<file path="src/rtl/rst_sequencer_pkg.sv">
// Shared types and helpers for the staged reset sequencer.
package rst_sequencer_pkg;

    typedef enum logic [1:0] {
        WAIT_CLEAN = 2'd0,
        RELEASE    = 2'd1,
        RUN        = 2'd2
    } state_e;

    // Bits needed to hold a counter whose terminal value is max_val.
    function automatic int cnt_width(input int max_val);
        return (max_val < 1) ? 1 : $clog2(max_val + 1);
    endfunction

    // Width of the stage index, which counts 0..num_out.
    function automatic int stage_idx_width(input int num_out);
        return cnt_width(num_out);
    endfunction

endpackage

</file>
<file path="src/rtl/rst_sequencer_sync.sv">
// Multi-flop synchroniser for a single asynchronous level, cleared to 0 by reset.
module rst_sequencer_sync #(
    parameter int STAGES = 2
) (
    input  logic clk_i,
    input  logic rst_ni,
    input  logic d_i,
    output logic q_o
);

    if (STAGES < 2) begin : g_bad_stages
        $fatal(1, "rst_sequencer_sync: STAGES must be >= 2");
    end

    logic [STAGES-1:0] sync_q;

    // Shift the input through the chain; the last flop is the safe copy.
    always_ff @(posedge clk_i or negedge rst_ni) begin
        if (!rst_ni) sync_q <= '0;
        else         sync_q <= {sync_q[STAGES-2:0], d_i};
    end

    assign q_o = sync_q[STAGES-1];

endmodule

</file>
<file path="src/rtl/rst_sequencer.sv">
// Staged reset sequencer: debounces lock/pad reset, then releases NUM_OUT
// active-low resets one after another, and tears them all down on a fault
// or a software request.
module rst_sequencer
    import rst_sequencer_pkg::*;
#(
    parameter int NUM_OUT         = 3,
    parameter int SYNC_STAGES     = 3,
    parameter int DEBOUNCE_CYCLES = 1024,
    parameter int STAGE_DELAY     = 16
) (
    input  logic               clk_i,
    input  logic               rst_ni,
    input  logic               locked_i,
    input  logic               ext_rst_i,
    input  logic               sw_rst_req_i,
    input  logic               lock_lost_clr_i,
    output logic [NUM_OUT-1:0] rst_no,
    output logic               ready_o,
    output logic               lock_lost_o
);

    if (NUM_OUT < 1 || NUM_OUT > 8) begin : g_bad_num_out
        $fatal(1, "rst_sequencer: NUM_OUT must be 1..8");
    end
    if (SYNC_STAGES < 2) begin : g_bad_sync
        $fatal(1, "rst_sequencer: SYNC_STAGES must be >= 2");
    end
    if (DEBOUNCE_CYCLES < 1) begin : g_bad_debounce
        $fatal(1, "rst_sequencer: DEBOUNCE_CYCLES must be >= 1");
    end
    if (STAGE_DELAY < 1) begin : g_bad_delay
        $fatal(1, "rst_sequencer: STAGE_DELAY must be >= 1");
    end

    localparam int DW = cnt_width(DEBOUNCE_CYCLES);
    localparam int TW = cnt_width(STAGE_DELAY);
    localparam int IW = stage_idx_width(NUM_OUT);

    localparam logic [DW-1:0] DEB_LAST = DW'(DEBOUNCE_CYCLES - 1);
    localparam logic [TW-1:0] SD_LAST  = TW'(STAGE_DELAY - 1);
    localparam logic [IW-1:0] IDX_END  = IW'(NUM_OUT);
    localparam logic [IW-1:0] IDX_ONE  = IW'(1);

    // rst_ni asserts asynchronously; its release is retimed to clk_i here so
    // every flop below leaves reset on the same edge.
    logic [1:0] rsync_q;
    logic       arst_n;

    // Two-flop reset release synchroniser.
    always_ff @(posedge clk_i or negedge rst_ni) begin
        if (!rst_ni) rsync_q <= 2'b00;
        else         rsync_q <= {rsync_q[0], 1'b1};
    end

    assign arst_n = rsync_q[1];

    logic locked_s;
    logic ext_s;

    rst_sequencer_sync #(.STAGES(SYNC_STAGES)) u_sync_locked (
        .clk_i  (clk_i),
        .rst_ni (arst_n),
        .d_i    (locked_i),
        .q_o    (locked_s)
    );

    rst_sequencer_sync #(.STAGES(SYNC_STAGES)) u_sync_ext (
        .clk_i  (clk_i),
        .rst_ni (arst_n),
        .d_i    (ext_rst_i),
        .q_o    (ext_s)
    );

    state_e             state_q, state_d;
    logic [DW-1:0]      deb_q, deb_d;
    logic [TW-1:0]      tmr_q, tmr_d;
    logic [IW-1:0]      idx_q, idx_d;
    logic [NUM_OUT-1:0] rst_q, rst_d;
    logic               ready_q, ready_d;
    logic               lost_q, lost_d;
    logic               fault;

    assign fault = !locked_s || ext_s;

    // State and datapath registers; every output comes straight from here.
    always_ff @(posedge clk_i or negedge arst_n) begin
        if (!arst_n) begin
            state_q <= WAIT_CLEAN;
            deb_q   <= '0;
            tmr_q   <= '0;
            idx_q   <= '0;
            rst_q   <= '0;
            ready_q <= 1'b0;
            lost_q  <= 1'b0;
        end else begin
            state_q <= state_d;
            deb_q   <= deb_d;
            tmr_q   <= tmr_d;
            idx_q   <= idx_d;
            rst_q   <= rst_d;
            ready_q <= ready_d;
            lost_q  <= lost_d;
        end
    end

    // Next-state: debounce, staged release, and fault/software teardown.
    always_comb begin
        state_d = state_q;
        deb_d   = deb_q;
        tmr_d   = tmr_q;
        idx_d   = idx_q;
        rst_d   = rst_q;
        ready_d = ready_q;

        unique case (state_q)
            WAIT_CLEAN: begin
                rst_d   = '0;
                ready_d = 1'b0;
                tmr_d   = '0;
                idx_d   = '0;
                if (fault) begin
                    deb_d = '0;
                end else if (deb_q == DEB_LAST) begin
                    // Terminal count reached on this edge: start releasing.
                    deb_d   = '0;
                    state_d = RELEASE;
                end else begin
                    deb_d = deb_q + 1'b1;
                end
            end

            RELEASE, RUN: begin
                if (fault) begin
                    // Fault beats a coincident software request.
                    rst_d   = '0;
                    ready_d = 1'b0;
                    deb_d   = '0;
                    tmr_d   = '0;
                    idx_d   = '0;
                    state_d = WAIT_CLEAN;
                end else if (state_q == RUN && sw_rst_req_i) begin
                    // Drop everything for one cycle, then re-release at once.
                    rst_d   = '0;
                    ready_d = 1'b0;
                    tmr_d   = '0;
                    idx_d   = '0;
                    state_d = RELEASE;
                end else if (state_q == RELEASE) begin
                    if (idx_q == '0) begin
                        rst_d[0] = 1'b1;
                        idx_d    = IDX_ONE;
                        tmr_d    = '0;
                    end else if (idx_q == IDX_END) begin
                        ready_d = 1'b1;
                        state_d = RUN;
                    end else if (tmr_q == SD_LAST) begin
                        for (int i = 1; i < NUM_OUT; i++) begin
                            if (idx_q == IW'(i)) rst_d[i] = 1'b1;
                        end
                        idx_d = idx_q + 1'b1;
                        tmr_d = '0;
                    end else begin
                        tmr_d = tmr_q + 1'b1;
                    end
                end
            end

            default: begin
                rst_d   = '0;
                ready_d = 1'b0;
                deb_d   = '0;
                tmr_d   = '0;
                idx_d   = '0;
                state_d = WAIT_CLEAN;
            end
        endcase
    end

    // Sticky lock-loss flag; a new loss wins over a same-cycle clear.
    always_comb begin
        lost_d = lost_q && !lock_lost_clr_i;
        if ((state_q == RELEASE || state_q == RUN) && !locked_s) lost_d = 1'b1;
    end

    assign rst_no      = rst_q;
    assign ready_o     = ready_q;
    assign lock_lost_o = lost_q;

endmodule

</file>
<file path="config.mk">
export PLATFORM = sky130hd
export DESIGN_NAME = rst_sequencer
export DESIGN_NICKNAME = d
export VERILOG_FILES = /design/src/rtl/rst_sequencer_pkg.sv /design/src/rtl/rst_sequencer_sync.sv /design/src/rtl/rst_sequencer.sv
export SDC_FILE = /design/constraint.sdc
export NUM_CORES = 1
export LEC_CHECK = 0
export BUFFER_PORTS_ARGS = -buffer_cell sky130_fd_sc_hd__buf_4
export CORE_MARGIN = 1
export CORE_UTILIZATION = 45
export DETAILED_ROUTE_END_ITERATION = 7
export MAX_ROUTING_LAYER = met4
export SLEW_MARGIN = 20
export SYNTH_ARGS = -nofsm -noshare
export SYNTH_HDL_FRONTEND = slang
export SYNTH_HIERARCHICAL = 1
export SYNTH_SLANG_ARGS = --single-unit
</file>
<file path="constraint.sdc">
create_clock -name clk_i -period 1.3 [get_ports clk_i]
set_input_delay 0.195 -clock clk_i [delete_from_list [all_inputs] [get_ports clk_i]]
set_output_delay 0.195 -clock clk_i [all_outputs]
set_load 0.05 [all_outputs]
</file>
Yosys cells after proc, flatten, opt, wreduce, memory -nomap -nowiden

Index checks and enable logic that the tools add are counted.

Bits in writable memories: 0
Bits in latches: 0
Register bits after elaboration: 33
Bits in read-only memories: 0
Output and inout port bits: 5
Word-level logic and storage cells: 95
Memories: 0
Bits of input ports: 6

$mul: 0
Shifts and indexed selects: 0
$add $sub $neg: 3
Div/mod/pow operators: 0
Reduce and logical (&&, ||, !) cells: 17
$lt $le $gt $ge: 0
Equality and inequality tests: 20
Muxes and demuxes: 43
Bitwise operators: 0

Operators by type and width:

| operator                | count |
|---|---|
| $mux W5                 | 7 |
| $mux W2                 | 17 |
| $mux W11                | 3 |
| $ne A4 B4 Y1 const B    | 8 |
| $pmux W11 S2            | 1 |
| $reduce_and A5 Y1       | 3 |
| $mux W3                 | 4 |
| $add A11 B1 Y11 const B | 1 |
| $eq A11 B10 Y1 const B  | 1 |
| $mux W1                 | 10 |
| $ne A5 B5 Y1 const B    | 2 |
| $eq A2 B2 Y1 const B    | 3 |
| $ne A2 B2 Y1 const B    | 3 |
| $reduce_and A3 Y1       | 2 |
| $add A5 B1 Y5 const B   | 1 |
| $eq A5 B4 Y1 const B    | 1 |
| $eq A2 B1 Y1 const B    | 2 |
| $logic_not A2 Y1        | 2 |
| $pmux W2 S2             | 1 |
| $reduce_and A2 Y1       | 2 |
| $logic_and A1 B1 Y1     | 3 |
| $add A2 B1 Y2 const B   | 1 |
| $logic_not A1 Y1        | 2 |
| $logic_or A1 B1 Y1      | 2 |
| $reduce_or A2 Y1        | 1 |

Depth between registers and ports, before layout

Gate-level depths: netlist (run 1).

Word-level depth: 9
Gate-level depth with buffers: 7
Depth with buffers taken out: 6

Modules after synthesis

Netlist (run 1), hierarchy kept.

By module, submodules not included:

| module             | sequential area each (sq um) | area an instance (sq um) | instances | cells an instance |
|---|---|---|---|---|
| rst_sequencer      | 675.6                        | 1555.2                   | 1         | 160 |
| rst_sequencer_sync | 75.1                         | 75.1                     | 2         | 3 |

Worst setup path before layout (run 1)

OpenSTA, ideal clock, no wires.

Path kind: reg-to-reg
Start point: reg idx_q[0]
End point: reg state_q[0]
Setup slack: -0.412 ns
Stages on the path, launching flop included: 8
Arrival: 1.584 ns
Path buffers: 1
Period minus slack after synthesis: 1.712 ns
Cells stage by stage: dfrtp_1 inv_1 ha_1 buf_2 nand2b_1 a31oi_1 a2bb2oi_2 mux2_1

Longest elaborated chain between the ends: 3
Elaborated cells between the ends (all ways): 5

Ends and longest elaborated chain:

| item                                             | RTL line                                   | source |
|---|---|---|
| start, declared                                  | rst_sequencer.sv:78                        | `logic [IW-1:0] idx_q, idx_d;` |
| start signal, assigned                           | rst_sequencer.sv:100                       | `idx_q <= idx_d;` |
| $eq A2 B2 Y1 or $logic_not A2 Y1 (tied branches) | rst_sequencer.sv:154, rst_sequencer.sv:150 |  |
| $ne A4 B4 Y1 (no line)                           | n/a                                        |  |
| $reduce_and A5 Y1 (no line) (*)                  | n/a                                        |  |
| end signal, assigned                             | rst_sequencer.sv:97                        | `state_q <= state_d;` |
| end, declared                                    | rst_sequencer.sv:75                        | `state_e state_q, state_d;` |

Every way passes the cells marked *; elsewhere a longest branch is shown, timed or not.
A chain may end at the register's enable or synchronous reset.

Worst setup path in the final report (run 1)

Start point: reg state_q[1]
End point: reg idx_q[1]

Longest elaborated chain between the ends: 5
Elaborated cells between the ends (all ways): 11

Ends and longest elaborated chain:

| item |
|---|
| branches (longest 5 deep; another with $ne A5 B5 Y1) |

Parallel ways; which one is timed is not known.

==> impl_metrics.tcl, run 1 <==
set metrics [dict create \
    start_util_pct 46.6 \
    synthTopCellsByArea "dfrtp_1 48%, ha_1 6.6%, nand2_1 3.5%, nor2_1 2.6%, nand4_1 2.6%" \
    dpl_worst_slack_ns -0.405 \
    fillers 256 \
    synth_common_cells "33 x dfrtp_1, 16 x nand2_1, 12 x nor2_1, 10 x inv_1, 9 x ha_1" \
    drt_iter0_markers 89 \
    syn_avg_cell_area_um2 10.3 \
    drive_above_1_share_pct 46.0 \
    cts-root-buf "clkbuf_8" \
    irDropWorstVdd_mv 1.04 \
    design_area_um2 2560 \
    htree_levels 2 \
    postRouteAntennaNets 0 \
    port_buffers 10 \
    crit_path_end_kind "flop" \
    grt_pass1_wl_mm 7.03 \
    clockBufferDepth 2 \
    pwr-share-comb_pct 4.5 \
    power_density_nw_per_um2 842 \
    status "complete, but fails checks" \
    timing.final.crit_share_pct 131 \
    fin_crit_ns 1.71 \
    cell_internal_pwr_mw 1.71 \
    yosysTopAreaCell "dfrtp_1" \
    hp-class "in -> reg" \
    die_h_um 63.6 \
    yosysSeqAreaShare_pct 48.4 \
    maxSlewViolCount 0 \
    worstSetupStartpointType "flop" \
    syn2layout_area_growth_pct 50.3 \
    grt_pass1_vias 1523 \
    vias 1455 \
    setup_ws_ns -0.409 \
    synth_most_common_cell "dfrtp_1" \
    ys_async_sr_fraction_pct 100 \
    fmax_mhz 585 \
    via_per_inst 5.14 \
    cts.clk_slew.worst_paths_ns 0.08 \
    clock_latency_ns 0.29 \
    maxCapViolCount 0 \
    ys_warn_count 6 \
    gp_congestion 0.811 \
    critPathKind "reg -> reg" \
    rows 22 \
    final_nets 249 \
    antenna_cells 0 \
    ios 11 \
    detail_route.wl_per_cell_um 14.7 \
    dieArea_um2 4040 \
    yosysUniqueCellTypes 46 \
    setup_viol 23 \
    antenna_found_initial 0 \
    dieWidth_um 63.6 \
    first_pass_iters 4 \
    violations "negative setup slack" \
    core_area_um2 3660 \
    syn_nets 181 \
    grt.busiest_layer "met2" \
    clock_skew_ns 0.0116 \
    switchingPower_mw 0.447 \
    synth_edf_count 0 \
    cts_tree "built" \
    ys.flop_type "dfrtp_1" \
    setup_tns_ns -6.66 \
    post-place-cells 267 \
    cts_sinks 33 \
    grt_use_met1_pct 27.9 \
    clockPowerShare_pct 46.9 \
    leakagePower_nw 1.17 \
    gr-usage-met2_pct 39.2 \
    p_sw_share_pct 20.7 \
    syn_inst 166 \
    ys_seq_elements 33 \
    gr-total-overflow 0 \
    grt_usage_pct 23.3 \
    synth.top_cell.area_share_pct 48.4 \
    pwr-share-seq_pct 48.7 \
    synthesis.area_um2 1710 \
    cp_max_fo 4 \
    dpl_cell_area_um2 2240 \
    critical_path_required_ns 1.50 \
    wirelength_mm 4.16 \
    route.detailed.drc 0 \
    grt_use_met3_pct 5.43 \
    rsz0062_at_grt "true" \
    cts_buffers 5 \
    place.detailed.hpwl_mm 2.83 \
    finalNonFillerCells 283 \
    hold_violations 0 \
    grt_max_degree 32 \
    critical_path_arrival_ns 1.91 \
]
[critical path, cell delays in order (launching register included)]
cell and delay, ns:
dfrtp_1 0.44, inv_2 0.07, ha_4 0.29, nand3b_1 0.21
nor4b_4 0.34, buf_4 0.18, o21ai_2 0.05, o31ai_2 0.05
[sequential cells by signal, indices dropped and copies added, names as in the netlist]
register,flops
deb_q,11
idx_q,2
lock_lost_o,1
ready_o,1
rst_no,3
rsync_q,2
state_q,2
tmr_q,5
u_sync_ext/sync_q,3
u_sync_locked/sync_q,3
[path summary, 6_finish.rpt]
kind                             from                       to  slack (ns)  cells past startpoint
min in group asynchronous      rst_ni               rsync_q[0]        0.22                      2
max reg2reg                state_q[1]                 idx_q[1]       -0.41                      7
min                          locked_i  u_sync_locked/sync_q[0]        0.02                      1
max                        state_q[1]                 idx_q[1]       -0.41                      7
max in group asynchronous  rsync_q[1]               state_q[0]        0.75                      1
min reg2reg                rsync_q[1]     u_sync_ext/sync_q[2]        0.26                      1
[per-stage QoR]
step                      utilization [%]  power, mW  hold slack, ns
final                                70.0       2.16          0.0160
after global routing                 70.0       2.23         0.00189
after CTS                            68.0       2.17         0.00744
after detailed placement             61.1       1.15         -0.0213
after global placement               61.1       1.15         -0.0233
after floorplan                         -       1.10          -0.101
[placed cells by master, fill, tap and decap left out, types with 2 or more instances in the layout]
cell type / synthesis / layout
a21oi_1: 8 / 8
a31oi_4: 0 / 2
and3_1: 2 / 2
buf_4: 1 / 55
buf_6: 0 / 10
clkbuf_8: 0 / 6
dfrtp_1: 33 / 33
ha_1: 9 / 6
ha_4: 0 / 3
inv_1: 10 / 6
inv_2: 1 / 5
mux2_4: 1 / 3
nand2_1: 16 / 11
nand2_2: 0 / 5
nand2b_1: 5 / 4
nand3_1: 4 / 3
nand3b_1: 2 / 2
nand4_1: 7 / 7
nor2_1: 12 / 11
nor2b_1: 2 / 2
o211ai_1: 2 / 2
o21ai_1: 8 / 6
o21ai_2: 0 / 2
o22ai_1: 4 / 4
xor2_1: 4 / 4
[cells by family after synthesis]
| group | Yosys count | synth area share (%) |
|---|---|---|
| and+or+nand+nor | 63 | 21.3 |
| AOI/OAI and AO/OA | 36 | 14.7 |
| DFF | 33 | 48.4 |
| buffers and inverters | 16 | 3.96 |
| adders and majority gates | 9 | 6.60 |
| xor gates and xnor gates | 4 | 2.05 |
| muxes | 4 | 2.79 |
| other | 1 | 0.220 |
[timing repair]
action	CTS	global route
endpoints found under the setup margin	21	24
pin swaps	15	10
resized for setup	22	13
buffers inserted	6	2
hold endpoints to repair	2	0
hold buffers	1	0
[power by group through the flow]
stage               clock network (mW)  logic [mW]  registers [mW]
finish                            1.01      0.0962            1.05
global route                      1.07       0.106            1.05
CTS                               1.03      0.0907            1.05
detailed placement                   0      0.0822            1.07
global placement                     0      0.0811            1.07
floorplan                            0      0.0212            1.08
[layout make-up]
type	instances	area, um2	area share [%]
Multi-Input combinational cell	117	980	38.2
Clock inverter	2	37.5	1.46
Tap cell	48	60.1	2.34
Sequential cell	33	826	32.2
Inverter	11	41.3	1.61
Timing Repair Buffer	66	536	20.9
Clock buffer	6	82.6	3.22
[metal layers]
| layer | part of all wire, % | wire length (um) |
|---|---|---|
| met5 | 0 | 0 |
| met2 | 50 | 2080 |
| met3 | 2.5 | 105 |
| met4 | 1.0 | 43 |
| met1 | 46 | 1930 |
Note: power is estimated with default switching activity, not from simulation.
==> inputs of run 2 (changes only) <==
--- a/config.mk
+++ b/config.mk
@@ -6,10 +6,12 @@
 export NUM_CORES = 1
 export LEC_CHECK = 0
 export BUFFER_PORTS_ARGS = -buffer_cell sky130_fd_sc_hd__buf_4
+export CORE_ASPECT_RATIO = 1.25
 export CORE_MARGIN = 1
 export CORE_UTILIZATION = 45
 export DETAILED_ROUTE_END_ITERATION = 7
 export MAX_ROUTING_LAYER = met4
+export SKIP_LAST_GASP = 1
 export SLEW_MARGIN = 20
 export SYNTH_ARGS = -nofsm -noshare
 export SYNTH_HDL_FRONTEND = slang
==> constraint.sdc (replaced) <==
create_clock -name clk_i -period 2.2 [get_ports clk_i]
set_input_delay 0.33 -clock clk_i [delete_from_list [all_inputs] [get_ports clk_i]]
set_output_delay 0.33 -clock clk_i [all_outputs]
set_load 0.05 [all_outputs]
==> impl_metrics.tcl, run 2 (synthesis gave the netlist of run 1 again) <==
set metrics [dict create \
    status "complete, but fails checks" \
    violations "design-rule violations" \
    grt_pass1_vias 1277 \
    dpl_cell_area_um2 1820 \
    first_pass_iters 6 \
    hp-class "in -> reg" \
    path_cells "inv_1, ha_1, nand3b_1, nor3b_1, a21oi_1, nor2b_1" \
    worstHoldStart "locked_i" \
    place.detailed.hpwl_mm 2.38 \
    antenna_found_initial 0 \
    power_density_nw_per_um2 647 \
    antenna_cells 0 \
    dpl_worst_slack_ns 0.214 \
    timing.final.crit_share_pct 92.6 \
    maxSlewViolCount 0 \
    hold-path-endpoint "u_sync_locked/sync_q[0]" \
    rr_startpoint "state_q[0]" \
    clock_skew_ns 0.00669 \
    post-place-cells 212 \
    hold_violations 0 \
    cts_tree "built" \
    wirelength_mm 3.17 \
    route.detailed.drc 2 \
    worstSetupStartpointType "flop" \
    clockBufferDepth 2 \
    irDropWorstVdd_mv 0.390 \
    worst-r2r-cell-count 6 \
    crit_start "state_q[0]" \
    cts.clk_slew.worst_paths_ns 0.07 \
    post_cts_resized 0 \
    core_area_um2 3540 \
    reg2reg_slack_ns 0.16 \
    setup_tns_ns 0 \
    dieArea_um2 4040 \
    rsz0062_at_grt "false" \
    via_per_inst 5.52 \
    grt_max_degree 22 \
    leakagePower_nw 0.860 \
    setup_ws_ns 0.162 \
    whs_path_depth 1 \
    cell_internal_pwr_mw 0.998 \
    critical_path_arrival_ns 2.26 \
    finalNonFillerCells 221 \
    grt_pass1_wl_mm 5.69 \
    fillers 308 \
    crit_path_end_kind "flop" \
    largest_reg_flops 11 \
    start_util_pct 48.1 \
    die_h_um 70.8 \
    ios 11 \
    final_common_cell "dfrtp_1" \
    dieWidth_um 57.1 \
    rows 24 \
    gr-total-overflow 0 \
    critical_path_required_ns 2.42 \
    total_power_mw 1.26 \
    gp_congestion 0.779 \
    critPathKind "reg -> reg" \
    maxCapViolCount 0 \
    port_buffers 10 \
    detail_route.wl_per_cell_um 14.3 \
    cp_max_fo 14 \
    r2r_end "tmr_q[4]" \
    vias 1220 \
    clockPowerShare_pct 47.8 \
    p_sw_share_pct 20.8 \
    fmax_mhz 491 \
    crit_slowest_cell "ha_1" \
    pwr-share-seq_pct 49.6 \
    fin_crit_ns 2.04 \
    design_area_um2 1950 \
    drt_iter0_markers 62 \
    htree_levels 2 \
    cts_buffers 5 \
    final_nets 196 \
    mostFrequentLayoutCells "33 x dfrtp_1, 16 x nand2_1, 12 x nor2_1, 12 x buf_4, 10 x inv_1" \
    setup_viol 0 \
    clock_latency_ns 0.29 \
    syn2layout_area_growth_pct 14.2 \
    postRouteAntennaNets 0 \
    switchingPower_mw 0.262 \
    cts-root-buf "clkbuf_8" \
    largest-register "deb_q" \
    slowest_delay_ns 0.55 \
    pwr-share-comb_pct 2.6 \
    cts_sinks 33 \
    drive_above_1_share_pct 14.8 \
    top_regs "deb_q: 11 flops, tmr_q: 5 flops" \
    grt_usage_pct 19.0 \
]
## run 2: cell types whose count changed in the layout (fill, tap and decap cells not counted), sizes merged
cell / before / now
buf: 65 / 12
## run 2: final cells by class
cell class              instances  area (um2)  share of cell area, %
flip-flops and latches         33         826                   42.4
multi-input cells             117         812                   41.7
repair buffers                 13         100                   5.14
clock buffers                   6        82.6                   4.24
well taps                      39        48.8                   2.50
inverters                      11        41.3                   2.12
clock inverters                 2        37.5                   1.93
## run 2: power groups by stage
stage,logic [mW],clock network (mW),registers [mW]
2_1_floorplan,0.0125,0,0.639
3_3_place_gp,0.0309,0,0.637
3_5_place_dp,0.0319,0,0.638
4_1_cts,0.0336,0.617,0.626
5_1_grt,0.0375,0.632,0.628
6_report,0.0322,0.602,0.626
## run 2: worst max-delay path: cells and delay by family (launching register included)
family / cells / cell delay [ns]
simple gates: 3 / 0.84
flops: 1 / 0.38
buf+inv: 1 / 0.07
fa+ha+maj: 1 / 0.55
compound gates: 1 / 0.13
## run 2: worst max path at each step
stage          depth (start not counted)    endpoint
3_3_place_gp                           6    tmr_q[0]
6_report                               6    tmr_q[4]
4_1_cts                                6    tmr_q[1]
3_5_place_dp                           6    tmr_q[1]
2_1_floorplan                          7  state_q[0]
5_1_grt                                6    tmr_q[1]
## run 2: repair_timing
item                                   CTS  global route
endpoints found under the hold margin    2             0
hold buffers                             1             0
setup buffers                            0             0
## run 2: routing by layer
layer	share of wire (%)	vias up	track usage [%]
li1	-	617	-
met2	49	14	30.6
met3	2.7	7	3.84
met1	46	582	22.6
met4	2.1	0	9.21
met5	0	-	-
## run 2: metrics by stage
step | util, % | hold slack [ns]
finish | 55.0 | 0.145
global route | 55.0 | 0.138
CTS | 55.0 | 0.136
detailed placement | 51.3 | 0.113
global placement | 51.3 | 0.113
floorplan | - | 0.0344
